## src/rtl/set_time_editor_pkg.sv

```systemverilog
// Shared constants, field table and FSM encoding for the set-time editor.
// The edit buffer holds 21 nibbles; nibble i sits at bits [4i+3:4i].
package set_time_pkg;

   localparam logic [3:0] SET_MODE  = 4'd1;
   localparam int         NUM_CHARS = 21;
   localparam int         BUF_W     = 4 * NUM_CHARS;
   localparam logic [3:0] SEP_CODE  = 4'hF;
   localparam logic [4:0] LAST_IDX  = 5'd20;

   // Per-position maximum digit, index 20 first; SEP_CODE marks a separator.
   localparam logic [NUM_CHARS-1:0][3:0] FIELD_MAX = {
      4'h9, 4'h9, 4'h9, 4'h9, 4'hF, 4'h1, 4'h9, 4'hF, 4'h3, 4'h9, 4'hF,
      4'h2, 4'h9, 4'hF, 4'h5, 4'h9, 4'hF, 4'h5, 4'h9, 4'hF, 4'h6
   };

   typedef enum logic [1:0] {
      ST_IDLE,
      ST_LOAD,
      ST_EDIT,
      ST_COMMIT
   } state_e;

   function automatic logic is_sep(input logic [4:0] idx);
      return FIELD_MAX[idx] == SEP_CODE;
   endfunction

   // Force separators and clamp out-of-range digits to their field maximum.
   function automatic logic [BUF_W-1:0] sanitize(input logic [BUF_W-1:0] raw);
      logic [BUF_W-1:0] res;
      res = '0;
      for (int i = 0; i < NUM_CHARS; i++) begin
         if (FIELD_MAX[i] == SEP_CODE)
            res[4*i +: 4] = SEP_CODE;
         else if (raw[4*i +: 4] > FIELD_MAX[i])
            res[4*i +: 4] = FIELD_MAX[i];
         else
            res[4*i +: 4] = raw[4*i +: 4];
      end
      return res;
   endfunction

   localparam logic [BUF_W-1:0] RESET_BUF = sanitize('0);

endpackage

```

## src/rtl/set_time_editor_nibble_wrap_counter.sv

```systemverilog
// Single-digit up/down counter that wraps between 0 and a per-field maximum.
// Up wins over down when both are requested.
module nibble_wrap_counter (
   input  logic [3:0] value_i,
   input  logic [3:0] max_i,
   input  logic       up_i,
   input  logic       down_i,
   output logic [3:0] next_o
);

   // NOTE: every output of an always_comb gets a default first so no path leaves it unassigned (no latch).
   always_comb begin
      next_o = value_i;
      if (up_i)
         next_o = (value_i >= max_i) ? 4'd0 : value_i + 4'd1;
      else if (down_i)
         next_o = (value_i == 4'd0 || value_i > max_i) ? max_i : value_i - 4'd1;
   end

endmodule

```

## src/rtl/set_time_editor.sv

```systemverilog
// Time-string editor: loads the current time, lets the user move a cursor and
// step digits, then hands the edited string to a consumer with valid/ready.
module set_time_editor
   import set_time_pkg::*;
(
   input  logic             clk,
   input  logic             reset,
   input  logic [3:0]       mode,
   input  logic             btn_left,
   input  logic             btn_right,
   input  logic             btn_up,
   input  logic             btn_down,
   input  logic [BUF_W-1:0] load_value,
   input  logic             commit_ready,
   output logic [BUF_W-1:0] tmp1,
   output logic [4:0]       count,
   output logic             commit_valid,
   output logic [BUF_W-1:0] commit_value
);

   state_e           state_q, state_d;
   logic [BUF_W-1:0] tmp1_q, tmp1_d;
   logic [4:0]       count_q, count_d;
   logic [6:0]       nib_lsb;
   logic [3:0]       cur_nib, cur_max, nib_next;
   logic [4:0]       left_idx, right_idx;
   logic             edit_active;

   assign nib_lsb     = {count_q, 2'b00};
   assign cur_nib     = tmp1_q[nib_lsb +: 4];
   assign cur_max     = FIELD_MAX[count_q];
   assign edit_active = (state_q == ST_EDIT) && (mode == SET_MODE);

   nibble_wrap_counter u_wrap (
      .value_i (cur_nib),
      .max_i   (cur_max),
      .up_i    (btn_up),
      .down_i  (btn_down),
      .next_o  (nib_next)
   );

   // Separators are isolated, so one extra step always lands on a digit.
   always_comb begin
      left_idx = count_q;
      if (count_q < LAST_IDX) begin
         left_idx = count_q + 5'd1;
         if (is_sep(left_idx))
            left_idx = count_q + 5'd2;
      end
      right_idx = count_q;
      if (count_q != 5'd0) begin
         right_idx = count_q - 5'd1;
         if (is_sep(right_idx))
            right_idx = count_q - 5'd2;
      end
   end

   // NOTE: sequential state uses non-blocking assignments so all registers update together on the edge.
   always_ff @(posedge clk) begin
      if (reset)
         state_q <= ST_IDLE;
      else
         state_q <= state_d;
   end

   always_comb begin
      state_d = state_q;
      unique case (state_q)
         ST_IDLE:   if (mode == SET_MODE) state_d = ST_LOAD;
         ST_LOAD:   state_d = ST_EDIT;
         ST_EDIT:   if (mode != SET_MODE) state_d = ST_COMMIT;
         ST_COMMIT: if (commit_ready) state_d = ST_IDLE;
         default:   state_d = ST_IDLE;
      endcase
   end

   // Datapath next state; one button action per cycle, up > down > left > right.
   always_comb begin
      tmp1_d  = tmp1_q;
      count_d = count_q;
      if (state_q == ST_IDLE || state_q == ST_LOAD) begin
         tmp1_d  = sanitize(load_value);
         count_d = LAST_IDX;
      end else if (edit_active) begin
         if (btn_up || btn_down)
            tmp1_d[nib_lsb +: 4] = nib_next;
         else if (btn_left)
            count_d = left_idx;
         else if (btn_right)
            count_d = right_idx;
      end
   end

   always_ff @(posedge clk) begin
      if (reset) begin
         tmp1_q  <= RESET_BUF;
         count_q <= LAST_IDX;
      end else begin
         tmp1_q  <= tmp1_d;
         count_q <= count_d;
      end
   end

   always_comb begin
      commit_valid = (state_q == ST_COMMIT);
      commit_value = tmp1_q;
      tmp1         = tmp1_q;
      count        = count_q;
   end

endmodule

```

## config.mk

```make
export PLATFORM = sky130hd
export DESIGN_NAME = set_time_editor
export DESIGN_NICKNAME = d
export VERILOG_FILES = /design/src/rtl/set_time_editor_pkg.sv /design/src/rtl/set_time_editor_nibble_wrap_counter.sv /design/src/rtl/set_time_editor.sv
export SDC_FILE = /design/constraint.sdc
export NUM_CORES = 1
export LEC_CHECK = 0
export CORE_MARGIN = 3
export CORE_UTILIZATION = 41
export DETAILED_ROUTE_END_ITERATION = 7
export PLACE_DENSITY = 0.86
export SYNTH_ARGS = -nofsm -noshare
export SYNTH_HDL_FRONTEND = slang
export SYNTH_SLANG_ARGS = --single-unit
export TNS_END_PERCENT = 5
```

## constraint.sdc

```tcl
create_clock -name clk -period 5.1 [get_ports clk]
set_input_delay 0.765 -clock clk [delete_from_list [all_inputs] [get_ports clk]]
set_output_delay 0.765 -clock clk [all_outputs]
set_load 0.01 [all_outputs]
```

After elaboration in Yosys (flattened, before gate mapping)
Memory sizes are Yosys's and may differ from the RTL's. A register that Yosys moved wholly into a read port is not among the register bits.
Cells that the tools add are included.
{"block": "totals", "inputBits": 95, "reg_bits": 91, "out_inout_bits": 174, "n_memories": 3, "word_cells": 104, "rom_bits": 384}
{"block": "classes", "eq_ne": 11, "n_bitwise": 1, "n_addsub": 7, "n_shift": 3, "n_lt_le_gt_ge": 21, "n_reduce_logical": 16, "n_mux": 38}
{"memory": "(name not given)", "words": 32, "width": 4, "rd": 1, "rd_clocked_by_memory_dff": 0, "write_ports": 0, "line_no": "set_time_editor_pkg.sv:25", "rtl": "return FIELD_MAX[idx] == SEP_CODE;"}
{"memory": "(name not given)", "words": 32, "width": 4, "rd": 1, "rd_clocked_by_memory_dff": 0, "write_ports": 0, "line_no": "set_time_editor_pkg.sv:25"}
{"memory": "(name not given)", "words": 32, "width": 4, "rd": 1, "rd_clocked_by_memory_dff": 1, "write_ports": 0, "line_no": "set_time_editor.sv:31", "rtl": "assign cur_max = FIELD_MAX[count_q];"}
{"op": "$mux 84", "n": 3}
{"op": "$mux 4", "n": 22}
{"op": "$bwmux 84", "n": 1}
{"op": "$shift 4x9->84 const A", "n": 1}
{"op": "$shiftx 4x9->84", "n": 1}
{"op": "$shiftx 84x8->4", "n": 1}
{"op": "$mux 5", "n": 8}
{"op": "$gt 4x4->1 const B", "n": 9}
{"op": "$lt 5x6->1 const B", "n": 3}
{"op": "$gt 4x3->1 const B", "n": 3}
{"op": "$neg 7->9", "n": 1}
{"op": "$eq 4x4->1 const B", "n": 2}
{"op": "$gt 4x2->1 const B", "n": 2}
{"op": "$pmux 2 s4", "n": 1}
{"op": "$reduce_bool 2->1", "n": 4}
{"op": "$mux 2", "n": 3}
{"op": "$add 5x1->5 const B", "n": 1}
{"op": "$add 5x2->5 const B", "n": 1}
{"op": "$lt 5x5->1 const B", "n": 1}
{"op": "$reduce_and 5->1", "n": 1}
{"op": "$reduce_bool 5->1", "n": 1}
{"op": "$sub 5x1->5 const B", "n": 1}
{"op": "$sub 5x2->5 const B", "n": 1}
{"op": "$add 4x1->4 const B", "n": 1}
{"op": "other kinds (18)", "n": 24}

Logic depth before layout (Yosys ltp)
Gate-level depths: netlist of run 1.
{"block": "depth", "ltp_word": 12, "depth_mapped": 20, "depth_no_buf": 16}

Hierarchy
Synthesis of run 1 repeated with hierarchy kept, for this count alone.
{"block": "hier_totals", "cells_unflattened": 806, "area_unflattened_um2": 6947.9}
{"module": "set_time_editor", "n_inst": 1, "cells_per_inst": 757, "area_per_inst_um2": 6593.8}
{"module": "nibble_wrap_counter", "n_inst": 1, "cells_per_inst": 49, "area_per_inst_um2": 354.1}

Worst setup path before layout of run 1
No wires, ideal clock.
{"block": "synth_path", "path_kind": "flip-flop to flip-flop", "startpoint": "register count_q[1] (netlist: count[1])", "endpoint": "register cur_max[3] (netlist name)", "setup_slack_ns": 0.946, "n_path_buf": 3, "t_arrival_ns": 4.022, "path_stages_with_launch": 19, "setup_ns": 0.132, "required_time_ns": 4.968, "cell_sequence": "dfxtp_1 buf_4 buf_6 buf_2 inv_1 ha_1 nor3b_2 ha_1 nor2b_1 o22ai_1 nor3_1 o311ai_0 o2bb2ai_1 and2_1 inv_1 ha_1 or2_2 a21oi_1 o21ai_1"}
{"element": "start: declaration", "line_no": "set_time_editor.sv:23", "rtl": "logic [4:0] count_q, count_d;"}
{"element": "start signal: assignment", "line_no": "set_time_editor.sv:100", "rtl": "count_q <= count_d;"}

Worst setup path in the final report of run 1
{"block": "layout_path", "startpoint": "register count_q[0] (netlist: count[0])", "endpoint": "register tmp1_q[31] (netlist: commit_value[31])"}
{"block": "layout_via", "elab_chain_len": 8, "elab_cells_between_ends": 15, "cone_classes": "3 x add/sub; 2 x order compare; 3 x shift; 5 x mux; 2 x reduce/logical"}
{"element": "$shiftx 84x8->4", "line_no": "set_time_editor.sv:30", "rtl": "assign cur_nib = tmp1_q[nib_lsb +: 4];"}
{"element": "$gt 4x4->1 or $logic_not 4->1 (tied branches)", "line_no": "set_time_editor_nibble_wrap_counter.sv:17", "rtl": "next_o = (value_i == 4'd0 || value_i > max_i) ? max_i : value_i - 4'd1;"}
{"element": "$logic_or 1x1->1", "line_no": "set_time_editor_nibble_wrap_counter.sv:17"}
{"element": "$mux 4", "line_no": "set_time_editor_nibble_wrap_counter.sv:17"}
{"element": "$mux 4", "line_no": "set_time_editor_nibble_wrap_counter.sv:16", "rtl": "else if (down_i)"}
{"element": "$mux 4", "line_no": "set_time_editor_nibble_wrap_counter.sv:14", "rtl": "if (up_i)"}
{"element": "$shiftx 4x9->84", "line_no": "set_time_editor.sv:86", "rtl": "tmp1_d[nib_lsb +: 4] = nib_next;"}
{"element": "$bwmux 84 (*)", "line_no": "set_time_editor.sv:86"}
{"element": "end signal: assignment", "line_no": "set_time_editor.sv:99", "rtl": "tmp1_q <= tmp1_d;"}
{"element": "end: declaration", "line_no": "set_time_editor.sv:22", "rtl": "logic [BUF_W-1:0] tmp1_q, tmp1_d;"}
Every way passes the cells marked *; elsewhere a longest branch is shown, timed or not.
A chain may end at the register's enable or synchronous reset.

==> impl_metrics.tcl, run 1 <==
set metrics [dict create \
    finalClockSkew_ns 0.009580 \
    post_cts_buffers 0 \
    dieArea_mm2 0.01855 \
    slew_headroom_pct 42.67 \
    grt_pass1_vias 7177 \
    synthCells 836 \
    pin_count 269 \
    drt_pre_antenna_iters 6 \
    min_path_cells 2 \
    rsz0062_at_grt "false" \
    finalHoldViolations 0 \
    grt_overflow 0 \
    clk_latency_ns 0.35 \
    synth_top_area_share_pct 27.36 \
    vias 7457 \
    grt_usage_pct 27.45 \
    tightest_slew_ns 0.8600 \
    antenna_found_initial 0 \
    fmaxAchievable_mhz 210.8 \
    cts.sinks 95 \
    worst_slack_ns 0.3562 \
    vias_per_cell 6.188 \
    start_kind "register" \
    place_congestion 0.9740 \
    synthFlopType "dfxtp_1" \
    reg2reg_depth 14 \
    synth_cell_types 87 \
    grt_pass1_wl_um 39850 \
    final_net_count 1107 \
    drc_errors 0 \
    status "completed" \
    start_util_pct 42.83 \
    synth_fp_nets 959 \
    timing.final.max_slew_violations 0 \
    tns_ns 0 \
    clockBufferDepth 2 \
    pre_cts_ws_ns 0.6494 \
    wire_per_inst_um 21.78 \
    hold_path.class "reg2reg" \
    portBuffers 244 \
    ant_nets 0 \
    clk_pin_slew_ns 0.07 \
    ctsHoldBuffers 0 \
    synth_area_mm2 0.006952 \
    h-tree-depth 3 \
    drive_above_1_share_pct 7.786 \
    p_leak_nw 3.299 \
    cap_viol_max_count 0 \
    setup_viol 0 \
    peakVddDrop_uv 188.3 \
    yosys.area.top_type "dfxtp_1" \
    async_flop_share_pct 0 \
    cp_max_fo 21 \
    synthTopCellsByArea "dfxtp_1 (27%), buf_4 (10%), ha_1 (5.0%)" \
    diodes 0 \
    ys_top_cells_by_count "buf_4 (95), dfxtp_1 (95), nor2_1 (73)" \
    hold_ws_ns 0.5096 \
    num-fill-cells 1421 \
    required_ns 5.36 \
    synth_warnings 0 \
    cts_tree "done" \
    critPathCaptureType "register" \
    die_w_um 136.2 \
    powerDensity_mw_per_mm2 204.6 \
    cts_buffers 9 \
    ys_ff_latch 95 \
    critPathKind "reg2reg" \
    wl_um 26250 \
    grt_start_max_net_pins 49 \
    cts_resized 0 \
    root_buffer "clkbuf_16" \
    dpl.hpwl_um 19750 \
    coreArea_mm2 0.01623 \
    fin_crit_sh_pct 93.02 \
    synth_edf_count 0 \
    min_period_ns 4.744 \
    syn_area_per_cell_um2 8.315 \
    die_h_um 136.2 \
    rows 46 \
    area_growth_pct 32.83 \
    seq_area_frac_synth_pct 27.36 \
    first_iter_violations 915 \
    cp.arrival_ns 5.00 \
]
where the power goes:
group / internal [W] / switching (W)
clock network: 0.000401 / 0.000311
registers: 0.000767 / 0.0000351
logic: 0.000190 / 0.000185
total: 0.00136 / 0.000531
stage by stage:
step / instances / util (%) / power [W] / area (um2)
CTS: 1205 / 56.89 / 0.001886 / 9234
global route: 1205 / 56.89 / 0.001949 / 9234
floorplan: 836 / - / 0.001001 / 6952
detailed placement: 1189 / 54.97 / 0.001185 / 8922
finish: 1205 / 56.89 / 0.001890 / 9234
global placement: 1189 / 54.97 / 0.001177 / 8922
cell type report:
| type | instances | area, um2 | share of cell area, % |
|---|---|---|---|
| multi-input cells | 582 | 4006 | 43.39 |
| flip-flops and latches | 95 | 1903 | 20.61 |
| clock inverters | 6 | 72.57 | 0.7859 |
| clock buffers | 10 | 239.0 | 2.588 |
| well taps | 216 | 270.3 | 2.927 |
| repair buffers | 270 | 2645 | 28.65 |
| inverters | 26 | 97.59 | 1.057 |
worst paths after layout:
path | start | to | slack, ns
setup reg to reg | count[0] | commit_value[31] | 0.36
hold / removal | commit_value[51] | commit_value[51] | 0.51
setup / recovery | count[0] | commit_value[31] | 0.36
hold reg to reg | commit_value[51] | commit_value[51] | 0.51
placed cells by master (no fill, tap or decap), types with 12 or more instances in the layout:
cell type and n:
mux2i_1 30, a222oi_1 12, a22oi_1 22, nor2_1 72, inv_1 25, buf_4 25
a31oi_1 12, nand2_1 49, ha_1 28, clkdlybuf4s50_1 243, dfxtp_1 94, nor2b_1 16
a21oi_1 53, nor3_1 37, o21ai_0 24, nand3_1 37
state kept, by name, indices dropped and copies added (netlist names):
register and cells:
cur_max 4, count 5, commit_value 84, state_q 2
cell families after synthesis:
logic type,synth area share (%)
and+or+nand+nor,20.72
DFF,27.36
buffers and inverters,15.05
AOI/OAI and AO/OA,22.55
muxes,7.559
adders and majority gates,5.040
xor gates and xnor gates,1.728
layer usage:
layer / track usage (%) / up-vias / wire (um)
met4: 10.58 / 0 / 935
met3: 6.440 / 87 / 3233
met5: 0 / - / 0
li1: - / 3315 / -
met1: 35.12 / 3464 / 9744
met2: 44.83 / 591 / 12340
critical path: stages (launching register included):
cell and delay, ns:
dfxtp_1 0.52, buf_4 0.37, mux4_2 0.37, mux2_2 0.28, nand2_1 0.13, o211ai_2 0.20, inv_1 0.14, ha_1 0.15
nor2b_1 0.05, o21a_1 0.18, o21ai_0 0.35, a21boi_0 0.28, o21ai_2 0.74, nand2_1 0.55, o31ai_1 0.35
(Power assumes the default switching activity.)
==> inputs of run 2 (changes only) <==
CTS_BUF_LIST = sky130_fd_sc_hd__clkbuf_8   (was unset)
==> run 2 against run 1 <==
- final area shrank 1.1%
- combinational power is essentially flat
- wire length shrank 1.6%
- clock skew grew 0.0061 ns
- first-iteration DRC count shrank 12%
- sequential share of layout area grew 0.23 points
- worst hold slack gained 0.00097 ns
- die area is the same
- worst setup slack gained 0.19 ns
- sequential cell count is the same
==> impl_metrics.tcl, run 2 (synthesis results as in run 1) <==
set metrics [dict create \
    cpPeakStageDelay_ns 0.71 \
    ctsHoldBuffers 0 \
    portBuffers 244 \
    finalHoldViolations 0 \
    peakVddDrop_uv 114.7 \
    final_net_count 1107 \
    grt_pass1_vias 7059 \
    first_iter_violations 807 \
    final_common_cell "clkdlybuf4s50_1" \
    vias 7323 \
    area_growth_pct 31.37 \
    status "completed" \
    dpl.hpwl_um 19750 \
    die_h_um 136.2 \
    required_ns 5.40 \
    cp.arrival_ns 4.85 \
    tightest_slew_ns 0.8653 \
    critPathKind "reg2reg" \
    place_congestion 0.9740 \
    cts.sinks 95 \
    critPathCaptureType "register" \
    r2r_start "count[0]" \
    finalClockSkew_ns 0.01569 \
    grt_usage_pct 27.20 \
    timing.final.max_slew_violations 0 \
    antenna_found_initial 0 \
    cts_tree "done" \
    grt_start_max_net_pins 49 \
    path_buf_inv 1 \
    worstHoldStart "commit_value[51]" \
    tns_ns 0 \
    cp_max_fo 21 \
    hold_path.class "reg2reg" \
    coreArea_mm2 0.01623 \
    crit_slowest_cell "o21ai_2" \
    totalPowerFinal_w 0.001719 \
    cts_buffers 9 \
    layout_common_cells "clkdlybuf4s50_1 (243), dfxtp_1 (94), nor2_1 (72)" \
    grt_overflow 0 \
    clk_pin_slew_ns 0.10 \
    cts_resized 0 \
    cap_viol_max_count 0 \
    clk_latency_ns 0.39 \
    drc_errors 0 \
    clockBufferDepth 2 \
    slew_headroom_pct 42.31 \
    p_leak_nw 3.253 \
    vias_per_cell 6.077 \
    fmaxAchievable_mhz 219.8 \
    grt_pass1_wl_um 39260 \
    pin_count 269 \
    die_w_um 136.2 \
    powerDensity_mw_per_mm2 188.2 \
    crit_family "compound AO/OA/AOI/OAI gates" \
    largest_register_ffs 84 \
    min_period_ns 4.549 \
    hold_ws_ns 0.5106 \
    start_util_pct 42.83 \
    dieArea_mm2 0.01855 \
    setup_viol 0 \
    fin_crit_sh_pct 89.21 \
    diodes 0 \
    wire_per_inst_um 21.44 \
    h-tree-depth 3 \
    crit_chain "buf_4 > mux4_2 > a22oi_1 > nand3_1 > ha_1 > nor2b_1 > o21a_1 > o21ai_0 > a21boi_0 > o21ai_2 > nand2_1 > o31ai_1" \
    rows 46 \
    start_kind "register" \
    rsz0062_at_grt "false" \
    wl_um 25840 \
    root_buffer "clkbuf_8" \
    ant_nets 0 \
    drt_pre_antenna_iters 6 \
    drive_above_1_share_pct 7.786 \
    startpoint "count[0]" \
    post_cts_buffers 0 \
]
==> run 2: cell count changes in the layout (fill, tap and decap cells not counted) <==
cell	before	now
clkbuf_8	1	10
clkbuf_16	9	0
==> run 2: final cells by class <==
type | count | area (um2)
tap | 216 | 270.3
sequential | 95 | 1903
clock inverter | 6 | 72.57
inverter | 26 | 97.59
clock buffer | 10 | 137.6
timing repair buffer | 270 | 2645
multi-input combinational | 582 | 4006
fill | 1440 | 7098
==> run 2: tightest hold or removal path, cell delays in order, from the launching register on <==
cell	delay (ns)
dfxtp_1	0.36
nand2_1	0.07
a21oi_1	0.05
==> run 2: worst paths after layout <==
kind | endpoint | slack (ns) | depth (start not counted)
max | commit_value[31] | 0.55 | 12
min | commit_value[51] | 0.51 | 2
max reg2reg | commit_value[31] | 0.55 | 12
min reg2reg | commit_value[51] | 0.51 | 2
==> run 2: power by group <==
group / internal [W] / leakage, nW / total, W / switching [W]
sequential: 0.000767 / 0.779 / 0.000803 / 0.0000354
clock: 0.000247 / 0.104 / 0.000544 / 0.000297
combinational: 0.000190 / 2.37 / 0.000372 / 0.000182
total: 0.00120 / 3.25 / 0.00172 / 0.000515
==> run 2: through the flow <==
step,area [um2],std cells,utilization [%],worst slack [ns]
final,9133,1205,56.27,0.5505
after global routing,9133,1205,56.27,0.2655
after CTS,9133,1205,56.27,0.6377
after detailed placement,8922,1189,54.97,0.6494
after global placement,8922,1189,54.97,0.7972
after floorplan,6952,836,-,0.9460
==> run 2: routing by layer <==
layer | up-vias | GRT usage, % | part of all wire [%]
met4 | 0 | 10.64 | 2.8
met1 | 3442 | 35.10 | 39
li1 | 3299 | - | -
met3 | 65 | 6.477 | 12
met2 | 517 | 43.95 | 47
met5 | - | 0 | 0
==> inputs of run 3 (changes only) <==
SYNTH_HIERARCHICAL = 1   (was unset)
==> run 3 against run 2 <==
- non-clock buffer count up 4
- largest power group is now combinational logic
- via count down 3.1%
- clock skew down 0.0079 ns
- sequential cell count unchanged
- worst setup slack better by 0.053 ns
- utilization up 0.52 points
- critical path depth up 2
==> impl_metrics.tcl, run 3 <==
set metrics [dict create \
    syn_area_per_cell_um2 8.620 \
    drc_errors 0 \
    diodes 0 \
    grt-busiest-layer "met2" \
    powerDensity_mw_per_mm2 295.9 \
    synth-xor-area-share_pct 2.017 \
    rsz0062_at_grt "false" \
    ctsHoldBuffers 0 \
    num-fill-cells 1475 \
    reg2reg_depth 14 \
    ys_top_cells_by_count "nor2_1 (97), dfxtp_1 (95), buf_4 (86)" \
    synth_top_family_by_area "compound AO/OA/AOI/OAI gates" \
    clockBufferDepth 2 \
    met2_usage_pct 45.98 \
    rr_endpoint "commit_value[23]" \
    largest_register_ffs 84 \
    cp_max_fo 17 \
    rows 46 \
    fin_crit_sh_pct 88.17 \
    synth_top_area_share_pct 27.37 \
    ys_ff_latch 95 \
    cap_viol_max_count 0 \
    finalHoldViolations 0 \
    muxShareOfSynthArea_pct 14.89 \
    synthTopCellsByArea "dfxtp_1 (27%), buf_4 (9.3%), mux4_2 (7.8%)" \
    critPathKind "reg2reg" \
    antenna_found_initial 0 \
    crit_chain "mux4_2 > mux4_2 > nand2_1 > o21ai_0 > ha_1 > nor2b_1 > o211a_1 > a21bo_2 > mux2i_1 > o31ai_1 > nand2_1 > nor2_1 > mux2i_1 > a211oi_1" \
    start_util_pct 42.81 \
    drive_above_1_share_pct 10.10 \
    cp.arrival_ns 4.80 \
    totalPowerFinal_w 0.002728 \
    pin_count 269 \
    r2r_slack_ns 0.60 \
    yosys.cell_count.top_type "nor2_1" \
    synth_cell_types 81 \
    r2r_start "count[0]" \
    fin_util_pct 56.79 \
    h-tree-depth 3 \
    min_period_ns 4.497 \
    dpl.hpwl_um 19810 \
    synth_warnings 6 \
    area_growth_pct 32.67 \
    setup_viol 0 \
    dieArea_mm2 0.01854 \
    synth-simple-area-share_pct 18.22 \
    use_met1_pct 33.56 \
    cts_resized 0 \
    worstHoldStart "commit_value[14]" \
    critPathCaptureType "register" \
    finalClockSkew_ns 0.007745 \
    synth_compound_area_share_pct 18.51 \
    grt_pass1_vias 6912 \
    start_kind "register" \
    wl_um 25760 \
    first_iter_violations 896 \
    synth_edf_count 0 \
    path_buf_inv 0 \
    layout_common_cells "clkdlybuf4s50_1 (243), nor2_1 (96), dfxtp_1 (94)" \
    p_leak_nw 3.306 \
    crit_slowest_cell "dfxtp_2" \
    wire_per_inst_um 21.72 \
    final_common_cell "clkdlybuf4s50_1" \
    clk_latency_ns 0.39 \
    die_w_um 136.2 \
    cpPeakStageDelay_ns 0.68 \
    root_buffer "clkbuf_8" \
    tns_ns 0 \
    hold_path.class "reg2reg" \
    vias_per_cell 5.982 \
    place_inst 1170 \
    grt_overflow 0 \
    worst_slack_ns 0.6033 \
    ant_nets 0 \
    cts_tree "done" \
    synthAdderAreaFrac_pct 4.862 \
    slew_headroom_pct 32.96 \
    peakVddDrop_uv 223.1 \
    grt_pass1_wl_um 39080 \
    required_ns 5.40 \
    seq_area_frac_synth_pct 27.37 \
    yosys.area.top_type "dfxtp_1" \
    use_met3_pct 5.440 \
    grt_start_max_net_pins 56 \
    worst_hold_path.endpoint "commit_value[14]" \
    final_cells 1186 \
    vias 7095 \
    final_net_count 1087 \
    post_cts_buffers 0 \
    min_path_cells 2 \
    cts_buffers 9 \
    synthFlopType "dfxtp_1" \
    timing.final.max_slew_violations 0 \
    crit_family "multiplexers" \
    place_congestion 0.9634 \
    synth_fp_nets 928 \
    drt_pre_antenna_iters 8 \
    coreArea_mm2 0.01623 \
    die_h_um 136.2 \
    pre_cts_ws_ns 0.7040 \
    async_flop_share_pct 0 \
    synth_area_mm2 0.006948 \
    status "completed" \
    clk_pin_slew_ns 0.10 \
    synthCells 806 \
    cts.sinks 95 \
    portBuffers 244 \
    startpoint "count[0]" \
    tightest_slew_ns 1.004 \
    grt_usage_pct 27.31 \
    fmaxAchievable_mhz 222.4 \
]
[run 3: worst max-delay path by stage]
stage	to	slack [ns]	cells after the start
final	commit_value[23]	0.60	14
after CTS	commit_value[77]	0.67	15
after global routing	cur_max[1]	0.31	15
after global placement	cur_max[1]	0.72	15
after floorplan	commit_value[59]	0.03	17
after detailed placement	commit_value[77]	0.70	15
[run 3: worst min-delay path, delay by kind of cell (launching register included)]
family | cells | cell delay, ns
AOI/OAI and AO/OA | 1 | 0.06
DFF | 1 | 0.36
and+or+nand+nor | 1 | 0.07
[run 3: layout make-up]
class | count | area (um2) | share of cell area (%)
multi-input combinational | 557 | 4073 | 44.18
sequential | 95 | 1903 | 20.65
tap | 216 | 270.3 | 2.932
clock buffer | 11 | 151.4 | 1.642
inverter | 28 | 105.1 | 1.140
timing repair buffer | 274 | 2675 | 29.02
clock inverter | 5 | 40.04 | 0.4344
[run 3: logic make-up (layout without fill, tap and decap cells)]
family	count (synthesis)	in the layout
fa+ha+maj	27	27
simple gates	260	260
buf+inv	154	318
mux	73	73
flops	95	95
xor+xnor	16	16
compound gates	181	181
[run 3: metal layers]
layer / vias up / part of all wire, %
met5: - / 0
met4: 0 / 4.6
met3: 81 / 9.9
met2: 484 / 48
met1: 3355 / 38
li1: 3175 / -
[run 3: stage by stage]
stage | hold slack, ns | instance area, um2
2_1_floorplan | 0.5116 | 6948
4_1_cts | 0.5263 | 9218
5_1_grt | 0.5598 | 9218
3_3_place_gp | 0.5110 | 9026
3_5_place_dp | 0.5177 | 9026
6_report | 0.5390 | 9218
[run 3: power breakdown]
part	total, W	internal, W	switching [W]
clock network	0.000501	0.000209	0.000292
registers	0.000976	0.000837	0.000139
logic	0.00125	0.000601	0.000650
total	0.00273	0.00165	0.00108
